`src/rtl/spi_fifo_serializer.sv`:
```
// spi_fifo_serializer
// Pulls one word from a source FIFO when it reports a ready word and shifts it
// out MSB first as an SPI mode-0 stream (sclk idles low, data changes while
// sclk is low, receiver samples on the sclk rising edge). A one-cycle done
// pulse marks the end of each word.
//
// mosi is taken straight from the MSB of the shift register, so it is a flop
// output like sclk and done. The register is shifted once more after the last
// bit, which leaves it all zero and returns mosi to 0 for DONE and IDLE
// without a separate clear.

module spi_fifo_serializer #(
    parameter int DATAWIDTH       = 8,
    parameter int BITCOUNTERWIDTH = $clog2(DATAWIDTH)
) (
    input  logic                 clk,
    input  logic                 rst,
    input  logic                 full,
    input  logic                 empty,
    input  logic [DATAWIDTH-1:0] read_data,
    output logic                 sclk,
    output logic                 mosi,
    output logic                 done
);

    typedef enum logic [1:0] {
        IDLE       = 2'd0,
        SHIFT_LOW  = 2'd1,
        SHIFT_HIGH = 2'd2,
        DONE       = 2'd3
    } state_t;

    localparam logic [BITCOUNTERWIDTH-1:0] LAST_BIT = BITCOUNTERWIDTH'(DATAWIDTH - 1);
    localparam logic [BITCOUNTERWIDTH-1:0] ONE      = BITCOUNTERWIDTH'(1);

    state_t                     state;
    logic [DATAWIDTH-1:0]       shift_reg;
    logic [BITCOUNTERWIDTH-1:0] bitcnt;
    logic                       start;

    // A word is only taken when the flags agree that one is available;
    // full together with empty is contradictory and is treated as "not ready".
    assign start = full && !empty;

    assign mosi = shift_reg[DATAWIDTH-1];

    // Transfer sequencer: two clock cycles per bit (sclk low, then high),
    // then a single DONE cycle before the next start can be sampled.
    always_ff @(posedge clk or posedge rst) begin
        if (rst) begin
            state     <= IDLE;
            shift_reg <= '0;
            bitcnt    <= '0;
            sclk      <= 1'b0;
            done      <= 1'b0;
        end else begin
            case (state)
                IDLE: begin
                    sclk <= 1'b0;
                    done <= 1'b0;
                    if (start) begin
                        shift_reg <= read_data;
                        bitcnt    <= LAST_BIT;
                        state     <= SHIFT_LOW;
                    end
                end

                SHIFT_LOW: begin
                    sclk  <= 1'b1;
                    state <= SHIFT_HIGH;
                end

                SHIFT_HIGH: begin
                    sclk      <= 1'b0;
                    shift_reg <= {shift_reg[DATAWIDTH-2:0], 1'b0};
                    if (bitcnt != '0) begin
                        bitcnt <= bitcnt - ONE;
                        state  <= SHIFT_LOW;
                    end else begin
                        done  <= 1'b1;
                        state <= DONE;
                    end
                end

                DONE: begin
                    done  <= 1'b0;
                    state <= IDLE;
                end

                default: begin
                    state <= IDLE;
                end
            endcase
        end
    end

endmodule

```
`config.mk`:
```
export PLATFORM = sky130hd
export DESIGN_NAME = spi_fifo_serializer
export DESIGN_NICKNAME = d
export VERILOG_FILES = /design/src/rtl/spi_fifo_serializer.sv
export SDC_FILE = /design/constraint.sdc
export NUM_CORES = 1
export LEC_CHECK = 0
export BUFFER_PORTS_ARGS = -buffer_cell sky130_fd_sc_hd__buf_2
export CAP_MARGIN = 20
export CORE_MARGIN = 5
export CORE_UTILIZATION = 53
export CTS_CLUSTER_DIAMETER = 150
export DETAILED_ROUTE_END_ITERATION = 8
export PLACE_DENSITY = 0.87
export SETUP_SLACK_MARGIN = 0.3
export SYNTH_ARGS = -nofsm -noshare
export SYNTH_HDL_FRONTEND = slang
export SYNTH_SLANG_ARGS = --single-unit
export TNS_END_PERCENT = 30
```
`constraint.sdc`:
```
create_clock -name clk -period 1.9 [get_ports clk]
set_input_delay 0.095 -clock clk [delete_from_list [all_inputs] [get_ports clk]]
set_output_delay 0.095 -clock clk [all_outputs]
set_load 0.02 [all_outputs]
```
==> results by group, run 1 <==
Worst hold path
  – Hold Path Origin: read_data[0]
  – Min-delay worst type: input pin to flip-flop

STA
  – Clock skew: 0.00670 ns
  – Final setup viols: 0
  – Min cycle time layout: 1.62 ns
  – Final hold vios: 0
  – Relative slew margins: 62.5%
  – Slew Limit Fails: 0
  – RSZ-0062 raised after global routing: yes
  – Tcrit/Tclk final: 85.4%
  – Sum of negative setup slack: 0 ns
  – Slew @ Worst Pin: 0.562 ns
  – Fmax: 0.617 GHz

Power
  – Comb pwr share: 56.4%
  – Switching power total: 638 µW
  – Sequential Power Share: 32.5%
  – Cell leakage power: 0.536 nW
  – Peak VDD IR: 0.000893 V
  – Internal power: 1.05 mW
  – Clock power frac: 11.1%
  – Sw Ratio: 37.7%
  – PD cells: 1500 mW/mm²

Yosys
  – Cells after synthesis: 73
  – Mean post-synth cell area: 12.1 µm²
  – Synthesized Nets: 92
  – Library cells used by synthesis: 25
  – Sequential fraction of the synthesis area: 42.5%
  – Yosys reg bits: 15
  – Post-Syn Area: 883 µm²
  – YS warnings: 0

Place
  – Placed cell areas: 962 µm²
  – Inst Count DP: 103
  – Routability cong.: 0.722
  – Port bufs: 14
  – DPL Wire Length: 1200 µm

Routing
  – Vias: 680
  – Antenna Violating Nets Remaining: 0
  – Via/cell ratio: 5.81
  – DRT Wirelength: 2120 µm
  – M1 WL: 867 µm
  – DRC viols: 0
  – WL met3: 113 µm
  – Wire per inst: 18.1 µm
  – DR WL met2: 1120 µm
  – Detailed Routing Iterations Pass 1: 4
  – Number of DRC markers in iteration 0: 16
  – Highest metal used: met4

Cells and area
  – Post-Layout Cell Count: 117
  – Area grow syn2layout: 27.3%
  – Fillers: 100
  – Post-layout nets: 121
  – Antenna Cells: 0
  – Max reg flops: 8
  – Post-route cell area: 0.00112 mm²
  – Share of layout cells above drive strength 1: 55.4%

Clocking
  – Clock slew seen by the registers of the worst setup and hold paths: 0.10 ns
  – Clk_lat worst skew: 0.29 ns
  – Root buffer cell: clkbuf_4
  – CTS tree: built
  – CTS max path bufs: 2
  – CTS Sinks: 15
  – H-tree levels: 1
  – Total CTS buffers: 3

Worst setup path
  – Crit. Startpoint: state[0]
  – Critical Path Sink Type: flip-flop
  – Worst setup path category: flip-flop to flip-flop
  – Crit-path max FO: 5
  – Critical Path Start Type: flip-flop
  – CP arrival: 1.81 ns
  – FF-to-FF Start: state[0]
  – WP data required: 2.09 ns

Flow run
  – Max-cap violations: 0

Floorplanning
  – Die height: 50.8 µm
  – Die area: 0.00258 mm²
  – # rows: 14
  – Die X: 50.8 µm
  – IO Pins: 15
  – Initial Utilization: 57.3%
  – Core area: 0.00154 mm²

GRT
  – Total GRT Usage: 15.5%
  – Total congestion overflow: 0
  – Largest net degree at the start of global routing: 16
  – Initial antenna violation count: 0
  – Vias in the first global route: 661
  – Global-route wire length before repair: 2970 µm

Run status
  – Status: finished, final reports clean
layout by cell type, fill, tap and decap left out, drive strengths merged, types with 2 or more instances in the layout:
cell type	Yosys	layout
nand3	4	4
mux2	16	16
nand2b	3	3
inv	6	6
clkbuf	0	3
a22oi	2	2
o31ai	2	2
ha	7	7
dfrtp	15	15
nand2	4	4
buf	2	25
nor2b	2	2
synth_stat cells:
cell | count | area, µm²
o21ai_0 | 1 | 5.00
a21oi_1 | 1 | 5.00
ha_1 | 7 | 87.6
o22ai_1 | 1 | 6.26
nand2b_2 | 1 | 8.76
and2_1 | 1 | 6.26
mux2_2 | 12 | 135
dfrtp_1 | 15 | 375
a22o_2 | 1 | 10.0
o221a_2 | 1 | 11.3
nand2_1 | 3 | 11.3
nand2_2 | 1 | 6.26
a32o_1 | 1 | 10.0
a22oi_1 | 2 | 15.0
buf_8 | 1 | 15.0
nor2_1 | 1 | 3.75
nand3b_1 | 1 | 7.51
buf_6 | 1 | 11.3
o31ai_1 | 2 | 15.0
inv_1 | 6 | 22.5
nand3_1 | 4 | 20.0
mux2_4 | 4 | 60.1
nor2b_1 | 2 | 12.5
nand2b_1 | 2 | 12.5
o2bb2a_1 | 1 | 10.0
final timing paths:
kind,end,slack (ns),cells past startpoint
setup / recovery,shift_reg[5],0.28,5
hold / removal,shift_reg[0],0.06,3
setup reg to reg,shift_reg[5],0.28,5
hold reg to reg,sclk,0.50,2
max in group asynchronous,state[0],1.14,3
min in group asynchronous,shift_reg[3],0.38,3
per-layer routing:
metal	vias up	GRT usage, %
met5	-	0
met2	22	26.7
met4	0	5.96
li1	320	-
met1	334	17.7
met3	4	4.94
logic make-up after synthesis:
family,share of synthesized area [%]
muxes,22.1
DFF,42.5
buffers and inverters,5.52
AOI/OAI and AO/OA,9.91
adders and majority gates,9.91
and+or+nand+nor,10.1
worst max-delay path: stages, from the launching register on:
cell     delay (ns)
dfrtp_1        0.42
inv_2          0.12
ha_2           0.24
buf_4          0.16
mux2_2         0.33
mux2_2         0.26
layout make-up:
cell class / instances / area (µm²) / area share, %
Sequential cell: 15 / 375 / 33.4
Clock buffer: 3 / 22.5 / 2.00
Clock inverter: 1 / 5.00 / 0.445
Multi-Input combinational cell: 50 / 509 / 45.3
Inverter: 6 / 22.5 / 2.00
Tap cell: 16 / 20.0 / 1.78
Timing Repair Buffer: 26 / 170 / 15.1
power groups by stage:
stage               Combinational, mW  Clock (mW)  Sequential (mW)
floorplan                       0.546           0            0.554
global placement                0.658           0            0.538
detailed placement              0.679           0            0.550
CTS                             0.788       0.187            0.537
global route                     1.03       0.210            0.561
finish                          0.954       0.188            0.549
through the flow:
stage / total power, mW / hold WS (ns) / setup WS [ns] / utilization (%)
floorplan: 1.10 / -0.00352 / 0.336 / -
global placement: 1.20 / 0.178 / 0.235 / 62.4
detailed placement: 1.23 / 0.175 / 0.178 / 62.4
CTS: 1.51 / 0.0444 / 0.309 / 68.7
global route: 1.80 / 0.0475 / 0.261 / 73.0
finish: 1.69 / 0.0596 / 0.278 / 73.0
timing repair:
item / 4_1_cts / 5_1_grt
buffers inserted: 4 / 5
pin swaps: 1 / 5
hold buffers: 1 / 0
endpoints found under the setup margin: 10 / 10
resized for setup: 7 / 7
endpoints found under the hold margin: 15 / 0
Power figures use the tool's default switching activity.
==> inputs of run 2 (changes only) <==
Settings changed: ABC_AREA set to 1.
Clock period 1.9 ns to 1.82 ns, I/O delays scaled along.
==> run 2 against run 1 <==
Count of clock-buffer cells in the layout unchanged. Cell count increased by 33%. Register-to-register slack improved by 0.08 ns. Area after synthesis decreased by 4.8%. First-iteration DRC count increased by 56%. Core utilization decreased by 4.2 points. Critical path type unchanged. Largest power group unchanged.
==> results by group, run 2 <==
GRT
  – Global-route wire length before repair: 2570 µm (was 2970 µm)
  – Vias in the first global route: 594 (was 661)
  – Largest net degree at the start of global routing: 16 (unchanged)
  – Total GRT Usage: 13.5% (was 15.5%)
  – Total congestion overflow: 0 (unchanged)
  – Initial antenna violation count: 0 (unchanged)

Place
  – DPL Wire Length: 1190 µm (was 1200 µm)
  – Port bufs: 14 (unchanged)
  – Inst Count DP: 142 (was 103)
  – Setup Slack @ Placement: 0.264 ns (was 0.178 ns)
  – Routability cong.: 0.797 (was 0.722)
  – Placed cell areas: 920 µm² (was 962 µm²)

Cells and area
  – Fillers: 102 (was 100)
  – Antenna Cells: 0 (unchanged)
  – Post-layout nets: 160 (was 121)
  – Post-Layout Cell Count: 156 (was 117)
  – Final design utilization: 68.8% (was 73.0%)
  – Commonest non-fill, non-tap cell in the layout: nand2_1 (was dfrtp_1)
  – Most frequent cells in the layout: 59 x nand2_1, 15 x dfrtp_1, 14 x buf_2, 10 x inv_1, 10 x buf_4 (was 15 x dfrtp_1, 14 x buf_2, 11 x mux2_2, 10 x buf_4)
  – Area grow syn2layout: 23.2% (was 27.3%)
  – Max reg flops: 8 (unchanged)
  – Share of layout cells above drive strength 1: 23.6% (was 55.4%)
  – Post-route cell area: 0.00104 mm² (was 0.00112 mm²)

Worst hold path
  – Min-delay worst type: input pin to flip-flop (unchanged)

Worst setup path
  – Cell Chain, Critical Path: inv_1 -> ha_2 -> inv_1 -> nand2_1 -> nand2_4 -> buf_4 -> buf_4 -> nand2_1 -> nand2_1 (was inv_2 -> ha_2 -> buf_4 -> mux2_2 -> mux2_2)
  – Worst setup path category: flip-flop to flip-flop (unchanged)
  – CP arrival: 1.66 ns (was 1.81 ns)
  – Crit-path max FO: 7 (was 5)
  – Critical Path Sink Type: flip-flop (unchanged)
  – CP max stage delay: 0.43 ns (was 0.42 ns)
  – CP max-delay cell: dfrtp_1 (unchanged)
  – Most frequent CP cell: nand2_1 (was mux2_2)
  – R2r setup slk: 0.35 ns (was 0.28 ns)
  – WP data required: 2.01 ns (was 2.09 ns)
  – Critical Path Start Type: flip-flop (unchanged)

STA
  – Slew Limit Fails: 0 (unchanged)
  – Worst setup margin: 0.354 ns (was 0.278 ns)
  – Tcrit/Tclk final: 80.6% (was 85.4%)
  – Fmax: 0.682 GHz (was 0.617 GHz)
  – Relative slew margins: 61.0% (was 62.5%)
  – Slew @ Worst Pin: 0.585 ns (was 0.562 ns)
  – Sum of negative setup slack: 0 ns (unchanged)
  – Final setup viols: 0 (unchanged)
  – Final hold vios: 0 (unchanged)
  – RSZ-0062 raised after global routing: no (was yes)
  – Hold Slack: 0.0310 ns (was 0.0596 ns)
  – Min cycle time layout: 1.47 ns (was 1.62 ns)
  – Clock skew: 0.00154 ns (was 0.00670 ns)

Routing
  – DRC viols: 0 (unchanged)
  – Vias: 786 (was 680)
  – Detailed Routing Iterations Pass 1: 4 (unchanged)
  – Via/cell ratio: 5.04 (was 5.81)
  – Antenna Violating Nets Remaining: 0 (unchanged)
  – Number of DRC markers in iteration 0: 25 (was 16)
  – Wire per inst: 11.5 µm (was 18.1 µm)
  – DRT Wirelength: 1790 µm (was 2120 µm)

Yosys
  – Cells after synthesis: 113 (was 73)
  – Ys flop type: dfrtp_1 (unchanged)
  – Top cells by area, synth: dfrtp_1 45%, nand2_1 26%, ha_1 10% (was dfrtp_1 42%, mux2_2 15%, ha_1 9.9%)
  – Mean post-synth cell area: 7.44 µm² (was 12.1 µm²)
  – Fraction of registers with async set/reset: 100% (unchanged)
  – Largest area contributor in the netlist: dfrtp_1 (unchanged)
  – EDFF count, synth: 0 (unchanged)
  – Synth top cells by count: 59 x nand2_1, 15 x dfrtp_1, 12 x inv_1 (was 15 x dfrtp_1, 12 x mux2_2, 7 x ha_1)
  – Synthesized Nets: 132 (was 92)
  – Yosys reg bits: 15 (unchanged)
  – Cell with the most instances after synthesis: nand2_1 (was dfrtp_1)
  – Library cells used by synthesis: 13 (was 25)
  – YS warnings: 0 (unchanged)
  – Post-Syn Area: 841 µm² (was 883 µm²)
  – Area share of the largest cell type after synthesis: 44.6% (was 42.5%)
  – Sequential fraction of the synthesis area: 44.6% (was 42.5%)

Clocking
  – Total CTS buffers: 3 (unchanged)
  – Clock slew seen by the registers of the worst setup and hold paths: 0.10 ns (about the same)
  – CTS Sinks: 15 (unchanged)
  – CTS tree: built (unchanged)
  – Clk_lat worst skew: 0.29 ns (about the same)
  – Root buffer cell: clkbuf_4 (unchanged)
  – CTS max path bufs: 2 (unchanged)
  – H-tree levels: 1 (unchanged)

Floorplanning
  – Initial Utilization: 55.8% (was 57.3%)
  – # rows: 14 (unchanged)
  – IO Pins: 15 (unchanged)
  – Die X: 49.8 µm (was 50.8 µm)
  – Die area: 0.00248 mm² (was 0.00258 mm²)
  – Core area: 0.00151 mm² (was 0.00154 mm²)
  – Die height: 49.8 µm (was 50.8 µm)

Power
  – PD cells: 1620 mW/mm² (was 1500 mW/mm²)
  – Total power: 1.68 mW (was 1.69 mW)
  – Cell leakage power: 0.606 nW (was 0.536 nW)
  – Peak VDD IR: 0.000712 V (was 0.000893 V)

Flow run
  – Max-cap violations: 0 (unchanged)

Run status
  – Status: finished, final reports clean (unchanged)
==> run 2: changes by cell type in the layout (fill, tap and decap cells not counted), moves of 2 or more <==
cell	change
nor2b_1	-2
nand2b_1	-2
inv_1	+6
nand2_1	+56
a21oi_1	+2
o21ai_0	+2
mux2_2	-11
nand3_1	+5
mux2_4	-5
==> run 2: power breakdown <==
group | total [mW] | leakage (nW) | switching, mW | internal, mW
Sequential | 0.594 | 0.185 | 0.0996 | 0.495
Combinational | 0.886 | 0.403 | 0.516 | 0.370
Clock | 0.201 | 0.0177 | 0.119 | 0.0819
Total | 1.68 | 0.606 | 0.734 | 0.947
==> run 2: layout make-up <==
type	count	area (µm²)	area share (%)
Multi-Input combinational cell	83	405	39.1
Tap cell	16	20.0	1.93
Clock inverter	1	5.00	0.483
Inverter	13	52.6	5.07
Timing Repair Buffer	25	155	15.0
Clock buffer	3	22.5	2.17
Sequential cell	15	375	36.2
==> run 2: cells by family (layout without fill, tap and decap cells) <==
logic type / after synthesis / after routing / share of synthesized area (%)
AO/OA/AOI/OAI: 7 / 7 / 4.46
adder cells (fa/ha/maj): 7 / 7 / 10.4
buffers and inverters: 15 / 42 / 8.04
flip-flops: 15 / 15 / 44.6
AND/OR/NAND/NOR: 69 / 69 / 32.4
==> run 2: worst max-delay path, delay by kind of cell, from the launching register on <==
family	cells	cell delay, ns
adders and majority gates	1	0.21
buffers and inverters	4	0.44
DFF	1	0.43
and+or+nand+nor	4	0.27
==> run 2: worst paths after layout <==
kind | from | depth (start not counted) | to
setup reg to reg | state[1] | 9 | shift_reg[6]
max in group asynchronous | rst | 3 | shift_reg[1]
hold / removal | read_data[0] | 3 | shift_reg[0]
min in group asynchronous | rst | 3 | shift_reg[2]
setup / recovery | state[1] | 9 | shift_reg[6]
hold reg to reg | bitcnt[1] | 2 | bitcnt[1]
==> run 2: what timing repair did <==
action	4_1_cts	5_1_grt
buffers inserted	0	9
endpoints found under the setup margin	8	12
resized for setup	1	3
pin swaps	0	1
endpoints found under the hold margin	15	0
hold buffers	1	0
==> run 2: layer usage <==
layer	up-vias	share of wire, %	GRT usage (%)
met1	367	44	18.6
met5	-	0	0
li1	398	-	-
met4	0	1.7	8.30
met2	18	50	18.6
met3	3	4.7	3.31
